File: src/rtl/adder_sched_if.sv
// rtl/adder_sched_if.sv - requester/result bus for adder_sched
// Two request streams in, one registered result stream out.
interface adder_sched_if #(
   parameter int N = 32
);
   logic         req0_valid;
   logic         req0_ready;
   logic [N-1:0] req0_a;
   logic [N-1:0] req0_b;
   logic         req0_sub;
   logic         req0_last;

   logic         req1_valid;
   logic         req1_ready;
   logic [N-1:0] req1_a;
   logic [N-1:0] req1_b;
   logic         req1_sub;
   logic         req1_last;

   logic         out_valid;
   logic         out_ready;
   logic [N-1:0] out_sum;
   logic         out_id;
   logic         out_last;
   logic         out_cout;
   logic         out_ovf;

   modport master (
      output req0_valid, req0_a, req0_b, req0_sub, req0_last,
      input  req0_ready,
      output req1_valid, req1_a, req1_b, req1_sub, req1_last,
      input  req1_ready,
      input  out_valid, out_sum, out_id, out_last, out_cout, out_ovf,
      output out_ready
   );

   modport slave (
      input  req0_valid, req0_a, req0_b, req0_sub, req0_last,
      output req0_ready,
      input  req1_valid, req1_a, req1_b, req1_sub, req1_last,
      output req1_ready,
      output out_valid, out_sum, out_id, out_last, out_cout, out_ovf,
      input  out_ready
   );
endinterface

File: src/rtl/adder_sched.sv
// rtl/adder_sched.sv - two-requester round-robin scheduler around one N-bit adder
// Optional subtract support is enabled by defining ADDER_SCHED_SUB_EN.
module adder_n #(
   parameter int N = 32
) (
   input  logic [N-1:0] i_a,
   input  logic [N-1:0] i_b,
   input  logic         i_cin,
   output logic [N-1:0] o_sum,
   output logic         o_cout
);
   logic [N-1:0] w_g;
   logic [N-1:0] w_p;
   logic [N:0]   w_c;

   assign w_g = i_a & i_b;
   assign w_p = i_a ^ i_b;

   // Generate/propagate lookahead recurrence; synthesis flattens it into a prefix tree.
   always_comb begin
      w_c    = '0;
      w_c[0] = i_cin;
      for (int i = 0; i < N; i++) begin
         w_c[i+1] = w_g[i] | (w_p[i] & w_c[i]);
      end
   end

   assign o_sum  = w_p ^ w_c[N-1:0];
   assign o_cout = w_c[N];
endmodule

module adder_sched #(
   parameter int N = 32
) (
   input  logic         clk,
   input  logic         rst_n,
   adder_sched_if.slave io_bus
);
   typedef enum logic [1:0] {S_IDLE, S_LOCK0, S_LOCK1} state_t;

   state_t       r_state;
   state_t       w_state_nxt;
   logic         r_rr_ptr;
   logic         r_carry;

   logic         r_out_valid;
   logic [N-1:0] r_out_sum;
   logic         r_out_id;
   logic         r_out_last;
   logic         r_out_cout;
   logic         r_out_ovf;

   logic         w_slot_free;
   logic         w_gnt;
   logic         w_gnt_id;
   logic         w_first;
   logic         w_acc;
   logic         w_sel_valid;
   logic         w_sel_last;
   logic [N-1:0] w_sel_a;
   logic [N-1:0] w_sel_b;
   logic         w_sub_eff;
   logic         w_cin;
   logic [N-1:0] w_b_eff;
   logic [N-1:0] w_sum;
   logic         w_cout;
   logic         w_ovf;

   assign w_slot_free = !r_out_valid || io_bus.out_ready;
   assign w_first     = (r_state == S_IDLE);

   always_comb begin
      w_state_nxt = r_state;
      w_gnt       = 1'b0;
      w_gnt_id    = 1'b0;
      case (r_state)
         S_IDLE: begin
            if (io_bus.req0_valid && io_bus.req1_valid) begin
               w_gnt    = 1'b1;
               w_gnt_id = r_rr_ptr;
            end else if (io_bus.req0_valid) begin
               w_gnt    = 1'b1;
               w_gnt_id = 1'b0;
            end else if (io_bus.req1_valid) begin
               w_gnt    = 1'b1;
               w_gnt_id = 1'b1;
            end
         end
         S_LOCK0: begin
            w_gnt    = 1'b1;
            w_gnt_id = 1'b0;
         end
         S_LOCK1: begin
            w_gnt    = 1'b1;
            w_gnt_id = 1'b1;
         end
         default: begin
            w_gnt = 1'b0;
         end
      endcase

      w_sel_valid = w_gnt_id ? io_bus.req1_valid : io_bus.req0_valid;
      w_sel_last  = w_gnt_id ? io_bus.req1_last  : io_bus.req0_last;
      w_sel_a     = w_gnt_id ? io_bus.req1_a     : io_bus.req0_a;
      w_sel_b     = w_gnt_id ? io_bus.req1_b     : io_bus.req0_b;
      w_acc       = w_gnt && w_slot_free && w_sel_valid;

      if (w_acc) begin
         w_state_nxt = w_sel_last ? S_IDLE : (w_gnt_id ? S_LOCK1 : S_LOCK0);
      end
   end

   assign io_bus.req0_ready = w_gnt && !w_gnt_id && w_slot_free;
   assign io_bus.req1_ready = w_gnt &&  w_gnt_id && w_slot_free;

`ifdef ADDER_SCHED_SUB_EN
   logic r_sub_q;
   logic w_sel_sub;

   assign w_sel_sub = w_gnt_id ? io_bus.req1_sub : io_bus.req0_sub;
   assign w_sub_eff = w_first ? w_sel_sub : r_sub_q;

   always_ff @(posedge clk or negedge rst_n) begin
      if (!rst_n) begin
         r_sub_q <= 1'b0;
      end else if (w_acc && w_first) begin
         r_sub_q <= w_sub_eff;
      end
   end
`else
   logic w_unused_sub;

   assign w_unused_sub = io_bus.req0_sub ^ io_bus.req1_sub;
   assign w_sub_eff    = 1'b0;
`endif

   assign w_cin   = w_first ? w_sub_eff : r_carry;
   assign w_b_eff = w_sel_b ^ {N{w_sub_eff}};
   assign w_ovf   = (w_sel_a[N-1] == w_b_eff[N-1]) && (w_sum[N-1] != w_sel_a[N-1]);

   adder_n #(.N(N)) u_adder (
      .i_a    (w_sel_a),
      .i_b    (w_b_eff),
      .i_cin  (w_cin),
      .o_sum  (w_sum),
      .o_cout (w_cout)
   );

   always_ff @(posedge clk or negedge rst_n) begin
      if (!rst_n) begin
         r_state <= S_IDLE;
      end else begin
         r_state <= w_state_nxt;
      end
   end

   always_ff @(posedge clk or negedge rst_n) begin
      if (!rst_n) begin
         r_rr_ptr    <= 1'b0;
         r_carry     <= 1'b0;
         r_out_valid <= 1'b0;
         r_out_sum   <= '0;
         r_out_id    <= 1'b0;
         r_out_last  <= 1'b0;
         r_out_cout  <= 1'b0;
         r_out_ovf   <= 1'b0;
      end else begin
         if (w_acc) begin
            if (w_sel_last) begin
               r_rr_ptr <= ~w_gnt_id;
               r_carry  <= 1'b0;
            end else begin
               r_carry  <= w_cout;
            end
            r_out_valid <= 1'b1;
            r_out_sum   <= w_sum;
            r_out_id    <= w_gnt_id;
            r_out_last  <= w_sel_last;
            r_out_cout  <= w_cout;
            r_out_ovf   <= w_ovf;
         end else if (io_bus.out_ready) begin
            r_out_valid <= 1'b0;
         end
      end
   end

   assign io_bus.out_valid = r_out_valid;
   assign io_bus.out_sum   = r_out_sum;
   assign io_bus.out_id    = r_out_id;
   assign io_bus.out_last  = r_out_last;
   assign io_bus.out_cout  = r_out_cout;
   assign io_bus.out_ovf   = r_out_ovf;
endmodule

File: src/flat_wrapper.sv
// flat-port wrapper written by rule: the top's interface ports become plain ports
module adder_sched_flat 
#(
   parameter int N = 32
)
  (clk, rst_n, io_bus_req0_valid, io_bus_req0_a, io_bus_req0_b, io_bus_req0_sub, io_bus_req0_last, io_bus_req0_ready, io_bus_req1_valid, io_bus_req1_a, io_bus_req1_b, io_bus_req1_sub, io_bus_req1_last, io_bus_req1_ready, io_bus_out_valid, io_bus_out_sum, io_bus_out_id, io_bus_out_last, io_bus_out_cout, io_bus_out_ovf, io_bus_out_ready);
  adder_sched_if #(.N(N)) io_bus_i ();
  input  logic clk;
  input  logic rst_n;
  input wire logic [$bits(io_bus_i.req0_valid)-1:0] io_bus_req0_valid;
  input wire logic [$bits(io_bus_i.req0_a)-1:0] io_bus_req0_a;
  input wire logic [$bits(io_bus_i.req0_b)-1:0] io_bus_req0_b;
  input wire logic [$bits(io_bus_i.req0_sub)-1:0] io_bus_req0_sub;
  input wire logic [$bits(io_bus_i.req0_last)-1:0] io_bus_req0_last;
  output wire logic [$bits(io_bus_i.req0_ready)-1:0] io_bus_req0_ready;
  input wire logic [$bits(io_bus_i.req1_valid)-1:0] io_bus_req1_valid;
  input wire logic [$bits(io_bus_i.req1_a)-1:0] io_bus_req1_a;
  input wire logic [$bits(io_bus_i.req1_b)-1:0] io_bus_req1_b;
  input wire logic [$bits(io_bus_i.req1_sub)-1:0] io_bus_req1_sub;
  input wire logic [$bits(io_bus_i.req1_last)-1:0] io_bus_req1_last;
  output wire logic [$bits(io_bus_i.req1_ready)-1:0] io_bus_req1_ready;
  output wire logic [$bits(io_bus_i.out_valid)-1:0] io_bus_out_valid;
  output wire logic [$bits(io_bus_i.out_sum)-1:0] io_bus_out_sum;
  output wire logic [$bits(io_bus_i.out_id)-1:0] io_bus_out_id;
  output wire logic [$bits(io_bus_i.out_last)-1:0] io_bus_out_last;
  output wire logic [$bits(io_bus_i.out_cout)-1:0] io_bus_out_cout;
  output wire logic [$bits(io_bus_i.out_ovf)-1:0] io_bus_out_ovf;
  input wire logic [$bits(io_bus_i.out_ready)-1:0] io_bus_out_ready;
  assign io_bus_i.req0_valid = io_bus_req0_valid;
  assign io_bus_i.req0_a = io_bus_req0_a;
  assign io_bus_i.req0_b = io_bus_req0_b;
  assign io_bus_i.req0_sub = io_bus_req0_sub;
  assign io_bus_i.req0_last = io_bus_req0_last;
  assign io_bus_req0_ready = io_bus_i.req0_ready;
  assign io_bus_i.req1_valid = io_bus_req1_valid;
  assign io_bus_i.req1_a = io_bus_req1_a;
  assign io_bus_i.req1_b = io_bus_req1_b;
  assign io_bus_i.req1_sub = io_bus_req1_sub;
  assign io_bus_i.req1_last = io_bus_req1_last;
  assign io_bus_req1_ready = io_bus_i.req1_ready;
  assign io_bus_out_valid = io_bus_i.out_valid;
  assign io_bus_out_sum = io_bus_i.out_sum;
  assign io_bus_out_id = io_bus_i.out_id;
  assign io_bus_out_last = io_bus_i.out_last;
  assign io_bus_out_cout = io_bus_i.out_cout;
  assign io_bus_out_ovf = io_bus_i.out_ovf;
  assign io_bus_i.out_ready = io_bus_out_ready;
  adder_sched #(.N(N)) u_core (.clk(clk), .rst_n(rst_n), .io_bus(io_bus_i));
endmodule
File: config.mk
export PLATFORM = sky130hd
export DESIGN_NAME = adder_sched_flat
export DESIGN_NICKNAME = d
export VERILOG_FILES = /design/src/rtl/adder_sched_if.sv /design/src/rtl/adder_sched.sv /design/src/flat_wrapper.sv
export SDC_FILE = /design/constraint.sdc
export NUM_CORES = 1
export LEC_CHECK = 0
export BUFFER_PORTS_ARGS = -buffer_cell sky130_fd_sc_hd__buf_2
export CELL_PAD_IN_SITES_DETAIL_PLACEMENT = 1
export CELL_PAD_IN_SITES_GLOBAL_PLACEMENT = 1
export CORE_MARGIN = 4
export CORE_UTILIZATION = 30
export DETAILED_ROUTE_END_ITERATION = 8
export HOLD_SLACK_MARGIN = 0.02
export PLACE_DENSITY_LB_ADDON = 0.2
export RECOVER_POWER = 25
export SLEW_MARGIN = 20
export SYNTH_ARGS = -nofsm -noshare
export SYNTH_HDL_FRONTEND = slang
export SYNTH_SLANG_ARGS = --single-unit
File: constraint.sdc
create_clock -name clk -period 14.9 [get_ports clk]
set_input_delay 0.745 -clock clk [delete_from_list [all_inputs] [get_ports clk]]
set_output_delay 0.745 -clock clk [all_outputs]
set_load 0.02 [all_outputs]
## Yosys cells after proc, flatten, opt, wreduce, memory -nomap -nowiden

Cells that the tools add are included.

| word-level totals | value |
|---|---|
| bits in registers | 41 |
| input bits | 137 |
| output and inout port bits | 39 |
| logic and storage cells | 113 |

| cells by class | value |
|---|---|
| equality and inequality tests | 4 |
| mux-type cells | 17 |
| bitwise operators | 68 |
| reductions and logical operators | 15 |

Operators by type and width:

| cell | count |
|---|---|
| 32-bit 2-to-1 mux | 2 |
| 32-bit bitwise XOR | 2 |
| 1-bit AND | 32 |
| 32-bit AND | 1 |
| 1-bit bitwise OR | 32 |
| 1-bit 2-to-1 mux | 11 |
| 1-bit logical AND | 8 |
| 2-bit 2-to-1 mux | 2 |
| 1-bit case mux with 2 select lines | 2 |
| 2-bit by 1-bit equality test with 1-bit output (second input constant) | 1 |
| 2-bit equality test (second input constant) | 1 |
| 1-bit zero test | 2 |
| 2-bit zero test | 1 |
| 2-bit AND reduction | 1 |
| 2-bit nonzero test | 1 |
| 2-bit OR reduction | 1 |
| 1-bit equality test | 1 |
| 1-bit logical OR | 1 |
| 1-bit inequality test | 1 |
| 1-bit inverter | 1 |

## Longest topological paths before layout

| logic depth | value |
|---|---|
| word-level depth | 71 |
| gate-level depth with buffers | 43 |
| depth with buffers taken out | 41 |

## Hierarchy

Synthesis repeated with hierarchy kept, for this count alone.

| unflattened totals | value |
|---|---|
| cell total of the unflattened synthesis | 242 |
| area total of the unflattened synthesis | 3275.6 µm² |

Modules (own cells, without submodules):

| module | times used | cells each | area each (µm²) | seq. area each (µm²) |
|---|---|---|---|---|
| adder_sched | 1 | 200 | 2597.5 | 1026.0 |
| adder_n | 1 | 42 | 678.2 | 0.0 |

## Least setup slack after synthesis

Ideal clock, no wire load.

| path | value |
|---|---|
| kind | in2reg |
| from | in io_bus_req0_valid |
| to | reg u_core.r_out_sum[31], in the netlist u_core.io_bus.out_sum[31] |
| setup time | 0.128 ns |
| arrival time | 15.746 ns |
| data required time | 14.772 ns |
| path slack | -0.974 ns |
| stages | 41 |
| path buffers | 2 |
| cell sequence | nand2b_1 -> a31o_1 -> buf_2 -> buf_6 -> mux2i_1 -> fa_1 -> inv_1 -> fa_1 -> fa_1 -> inv_1 -> fa_1 -> fa_1 -> fa_1 -> fa_1 -> fa_1 -> fa_1 -> fa_1 -> fa_1 -> [5 not listed] -> fa_1 -> fa_1 -> fa_1 -> fa_1 -> fa_1 -> fa_1 -> fa_1 -> fa_1 -> fa_1 -> fa_1 -> fa_1 -> fa_1 -> fa_1 -> fa_1 -> fa_1 -> inv_1 -> fa_1 -> mux2_1 |

| on the way | value |
|---|---|
| cells in the longest elaborated chain, start to end | 68 |
| elaborated cells on any way between the ends | 77 |
| those cells by class | mux: 9; bitwise: 65; reduce/logical: 3 |

RTL lines:

| item | line | source |
|---|---|---|
| from (decl) | flat_wrapper.sv:10 | `input wire logic [$bits(io_bus_i.req0_valid)-1:0] io_bus_req0_valid;` |
| 1-bit 2-to-1 mux / 1-bit logical AND (equally long branches) | adder_sched.sv:81, adder_sched.sv:78 |  |
| 1-bit 2-to-1 mux (*) | adder_sched.sv:78 | `if (io_bus.req0_valid && io_bus.req1_valid) begin` |
| 1-bit case mux with 2 select lines (*) | adder_sched.sv:76 | `case (r_state)` |
| 32-bit 2-to-1 mux, on equally long branches | adder_sched.sv:104, adder_sched.sv:105 |  |
| 32-bit bitwise XOR | adder_sched.sv:17 | `assign w_p = i_a ^ i_b;` |
| 1-bit AND | adder_sched.sv:24 | `w_c[i+1] = w_g[i] \| (w_p[i] & w_c[i]);` |
| 1-bit bitwise OR | adder_sched.sv:24 |  |
| 1-bit AND | adder_sched.sv:24 |  |
| [53 not listed] | -- |  |
| 1-bit AND | adder_sched.sv:24 |  |
| 1-bit bitwise OR | adder_sched.sv:24 |  |
| 1-bit AND | adder_sched.sv:24 |  |
| 1-bit bitwise OR | adder_sched.sv:24 |  |
| 1-bit AND | adder_sched.sv:24 |  |
| 1-bit bitwise OR | adder_sched.sv:24 |  |
| 32-bit bitwise XOR (*) | adder_sched.sv:28 | `assign o_sum = w_p ^ w_c[N-1:0];` |
| named net u_core.u_adder.o_sum[31] | adder_sched.sv:9 | `output logic [N-1:0] o_sum,` |
| to (signal assigned) | adder_sched.sv:176 | `r_out_sum <= w_sum;` |
| to (decl) | adder_sched.sv:47 | `logic [N-1:0] r_out_sum;` |

Mark *: on every way through the listed nets, which the timed path passes. The rest lies on a longest branch.
A chain may end at the register's enable or synchronous reset.

## Worst setup path in the final report

| path | value |
|---|---|
| from | in io_bus_req0_valid |
| to | reg u_core.r_out_ovf, in the netlist u_core.io_bus.out_ovf |

| on the way | value |
|---|---|
| cells in the longest elaborated chain, start to end | 70 |
| elaborated cells on any way between the ends | 80 |
| those cells by class | eq/ne: 2; mux: 9; bitwise: 65; reduce/logical: 4 |

RTL lines:

| item | line | source |
|---|---|---|
| 1-bit 2-to-1 mux / 1-bit logical AND (equally long branches) | adder_sched.sv:81, adder_sched.sv:78 |  |
| 1-bit 2-to-1 mux (*) | adder_sched.sv:78 |  |
| 1-bit case mux with 2 select lines (*) | adder_sched.sv:76 |  |
| 32-bit 2-to-1 mux, on equally long branches | adder_sched.sv:104, adder_sched.sv:105 |  |
| 32-bit bitwise XOR | adder_sched.sv:17 |  |
| 1-bit AND | adder_sched.sv:24 |  |
| 1-bit bitwise OR | adder_sched.sv:24 |  |
| 1-bit AND | adder_sched.sv:24 |  |
| [55 not listed] | -- |  |
| 1-bit AND | adder_sched.sv:24 |  |
| 1-bit bitwise OR | adder_sched.sv:24 |  |
| 1-bit AND | adder_sched.sv:24 |  |
| 1-bit bitwise OR | adder_sched.sv:24 |  |
| 32-bit bitwise XOR (*) | adder_sched.sv:28 |  |
| named net u_core.u_adder.o_sum[31] | adder_sched.sv:9 |  |
| 1-bit inequality test (*) | adder_sched.sv:139 | `assign w_ovf = (w_sel_a[N-1] == w_b_eff[N-1]) && (w_sum[N-1] != w_sel_a[N-1]);` |
| 1-bit logical AND (*) | adder_sched.sv:139 |  |
| to (signal assigned) | adder_sched.sv:180 | `r_out_ovf <= w_ovf;` |
| to (decl) | adder_sched.sv:51 | `logic r_out_ovf;` |

Marks and branches as above.

==> flow_metrics.py <==
metrics = {
    "cells_and_area": {
        "design_area_sq_mm": 0.004212,
        "n_fill_cell": 1174,
        "area_delta_synth_final_pct": 38.18,
        "nets": 609,
        "layout-drive-gt1-share_pct": 51.26,
        "utilization_pct": 42.89,
        "antennaDiodeCount": 0,
    },
    "drt": {
        "firstDrtPassIters": 4,
        "wl_per_cell_um": 14.32,
        "drt_wl_total_mm": 8.161,
        "route.detailed.drc": 0,
        "vias": 2541,
        "drt_iter0_drc": 31,
        "antenna_left": 0,
        "via_per_inst": 4.458,
    },
    "clock_tree": {
        "cts_tree": "yes",
        "clk_latency_ns": 0.29,
        "clockRootBuffer": "clkbuf_8",
        "clockBufferDepth": 2,
        "cts.sinks": 41,
        "cts_max_level": 2,
        "cts.clk_slew.worst_paths_ns": 0.07,
        "cts_buffers": 5,
    },
    "critical_path": {
        "crit_fanout": 4,
        "crit_top_cell": "fa_2",
        "slowest_stage": "fa_2",
        "arrival_ns": 14.54,
        "end_kind": "flip-flop",
        "crit_type": "in2reg",
        "crit_required_ns": 15.09,
        "slowest_delay_ns": 0.46,
        "start_kind": "primary input",
    },
    "logic_synthesis": {
        "ys.flop_type": "dfrtp_1",
        "synth_cells": 262,
        "synth_nets": 435,
        "synth_common_cells": "mux2i_1, dfrtp_1, nand2_1",
        "synth_edf_count": 0,
        "synth_seq_area_share_pct": 33.66,
        "yosys.area.top_type": "dfrtp_1",
        "yosysWarnings": 0,
        "ys_types": 24,
        "netlist_area_sq_mm": 0.003048,
        "netlist_top_cells_area": "dfrtp_1, fa_1, mux2i_1",
        "yosys.area.top_type_share_pct": 33.66,
        "postSynthAreaPerCell_sq_um": 11.63,
        "yosysMostFrequentCell": "mux2i_1",
        "ys_ff_latch": 41,
        "async_reset_ff_share_pct": 100.0,
    },
    "sta": {
        "hold_violations": 0,
        "layout_worst_path_cycle_share_pct": 96.32,
        "timing.fmax_mhz": 69.68,
        "setup_viol": 0,
        "rsz0062_at_grt": "no",
        "relSlewSlack_pct": -50.39,
        "period_minus_slack_ns": 14.35,
        "finalMaxSlewViolations": 42,
        "tightestPinTransition_ns": 2.256,
        "skew_ns": 0.003996,
    },
    "flow_run": {
        "drv_cap": 1,
    },
    "status": {
        "violations": "max-capacitance violations, max-slew violations",
        "status": "finished, violations left",
    },
    "global_routing": {
        "grt_pass1_vias": 2688,
        "track_usage_pct": 13.67,
        "grt_max_degree": 68,
        "antenna_found_initial": 0,
        "grt_pass1_wl_mm": 12.74,
        "grt-ovfl-total": 0,
    },
    "placement": {
        "dpl.hpwl_mm": 6.678,
        "dpl_cell_area_sq_mm": 0.004088,
        "gp_congestion": 0.7021,
        "port_buffers": 173,
    },
    "die": {
        "core-area_sq_mm": 0.009819,
        "initial_core_util_pct": 31.04,
        "fp-row-count": 36,
        "die_x_um": 108.8,
        "die_area_sq_mm": 0.01184,
        "die_h_um": 108.8,
        "ios": 176,
    },
    "pwr": {
        "leakagePower_nw": 2.164,
        "total_power_w": 0.0008483,
        "powerDensity_mw_per_mm2": 201.4,
        "vdd.ir_drop.worst_v": 0.00009229,
    },
    "hold_path": {
        "hp-class": "reg2reg",
    },
}
[worst paths after layout]
check | cells after the start | slack, ns | end | start
max in group asynchronous | 1 | 12.49 | u_core.io_bus.out_sum[31] | rst_n
max reg2reg | 41 | 0.57 | u_core.io_bus.out_ovf | u_core.r_state[0]
min in group asynchronous | 1 | 1.12 | u_core.io_bus.out_sum[3] | rst_n
max | 41 | 0.55 | u_core.io_bus.out_ovf | io_bus_req0_valid
min reg2reg | 2 | 0.48 | u_core.io_bus.out_sum[3] | u_core.io_bus.out_sum[3]
min | 2 | 0.48 | u_core.io_bus.out_sum[3] | u_core.io_bus.out_sum[3]
[flip-flops by register name, summed over array words and instances, names as in the netlist]
register / count
u_core.io_bus.out_cout: 1
u_core.io_bus.out_id: 1
u_core.io_bus.out_last: 1
u_core.io_bus.out_ovf: 1
u_core.io_bus.out_sum: 32
u_core.io_bus.out_valid: 1
u_core.r_carry: 1
u_core.r_rr_ptr: 1
u_core.r_state: 2
[worst max-delay path: cells and delay by family]
family | cells | cell delay [ns]
fa+ha+maj | 32 | 12.58
compound gates | 2 | 0.46
buf+inv | 4 | 0.34
xor+xnor | 1 | 0.16
mux | 1 | 0.14
simple gates | 1 | 0.08
[timing repair]
| action | 4_1_cts | 5_1_grt |
|---|---|---|
| endpoints found under the hold margin | 0 | 0 |
| buffers inserted | 0 | 2 |
| hold buffers | 0 | 0 |
| pin swaps | 0 | 2 |
| endpoints found under the setup margin | 2 | 2 |
| gates resized for setup | 4 | 6 |
[per-layer routing]
layer / up-vias / GRT usage [%] / wire (um)
met1: 1195 / 16.02 / 3000
met4: 0 / 3.517 / 84
li1: 1253 / - / -
met2: 86 / 25.07 / 4507
met5: - / 0 / 0
met3: 7 / 3.138 / 569
[layout make-up]
| cell class | count | area (sq um) | area share, % |
|---|---|---|---|
| clock buffer | 8 | 80.08 | 1.901 |
| tap | 133 | 166.4 | 3.951 |
| multi-input combinational | 195 | 1962 | 46.58 |
| timing repair buffer | 183 | 939.7 | 22.31 |
| inverter | 10 | 37.54 | 0.8913 |
| sequential | 41 | 1026 | 24.36 |
[cells by family (layout without fill, tap and decap cells)]
| kind of cell | count (synthesis) | in the layout | synth area share (%) |
|---|---|---|---|
| xor gates and xnor gates | 1 | 1 | 0.2874 |
| AOI/OAI and AO/OA | 49 | 49 | 9.647 |
| and+or+nand+nor | 40 | 40 | 5.090 |
| buffers and inverters | 26 | 201 | 5.090 |
| adders and majority gates | 36 | 36 | 22.66 |
| DFF | 41 | 41 | 33.66 |
| muxes | 69 | 69 | 23.56 |
[metrics by stage]
stage                     hold WS, ns  worst slack [ns]  TNS (ns)  cells
final                          0.4831            0.5490         0    570
after global routing           0.5084           0.01846         0    570
after CTS                      0.4903           0.04455         0    568
after detailed placement       0.4725           -0.4026   -0.7580    560
after global placement         0.4626           -0.2757   -0.5488    560
after floorplan                0.4494           0.02672         0    262
[layout by cell type (no fill, tap or decap)]
master / netlist / layout
buf_2: 7 / 172
mux2i_1: 59 / 59
dfrtp_1: 41 / 41
nand2_1: 35 / 35
o21ai_1: 33 / 33
fa_2: 0 / 28
inv_1: 10 / 10
buf_4: 5 / 10
mux2_1: 6 / 6
clkbuf_8: 0 / 5
mux2_4: 4 / 4
o21ai_0: 4 / 4
fa_1: 32 / 4
ha_1: 4 / 4
clkbuf_1: 0 / 4
o21a_1: 3 / 3
nor2_1: 3 / 3
nand2b_1: 2 / 2
a21oi_1: 2 / 2
o31ai_1: 2 / 2
a31o_2: 0 / 1
a31oi_4: 1 / 1
o221ai_4: 0 / 1
xnor2_2: 0 / 1
o31ai_2: 1 / 1
o21ba_1: 1 / 1
[report_power, final]
group | leakage (nW) | internal, W | switching [W]
combinational | 1.63 | 0.000251 | 0.000333
clock | 0.0395 | 0.0000333 | 0.0000363
sequential | 0.500 | 0.000169 | 0.0000257
total | 2.16 | 0.000453 | 0.000395
No activity file was read; power rests on OpenSTA's default activity.
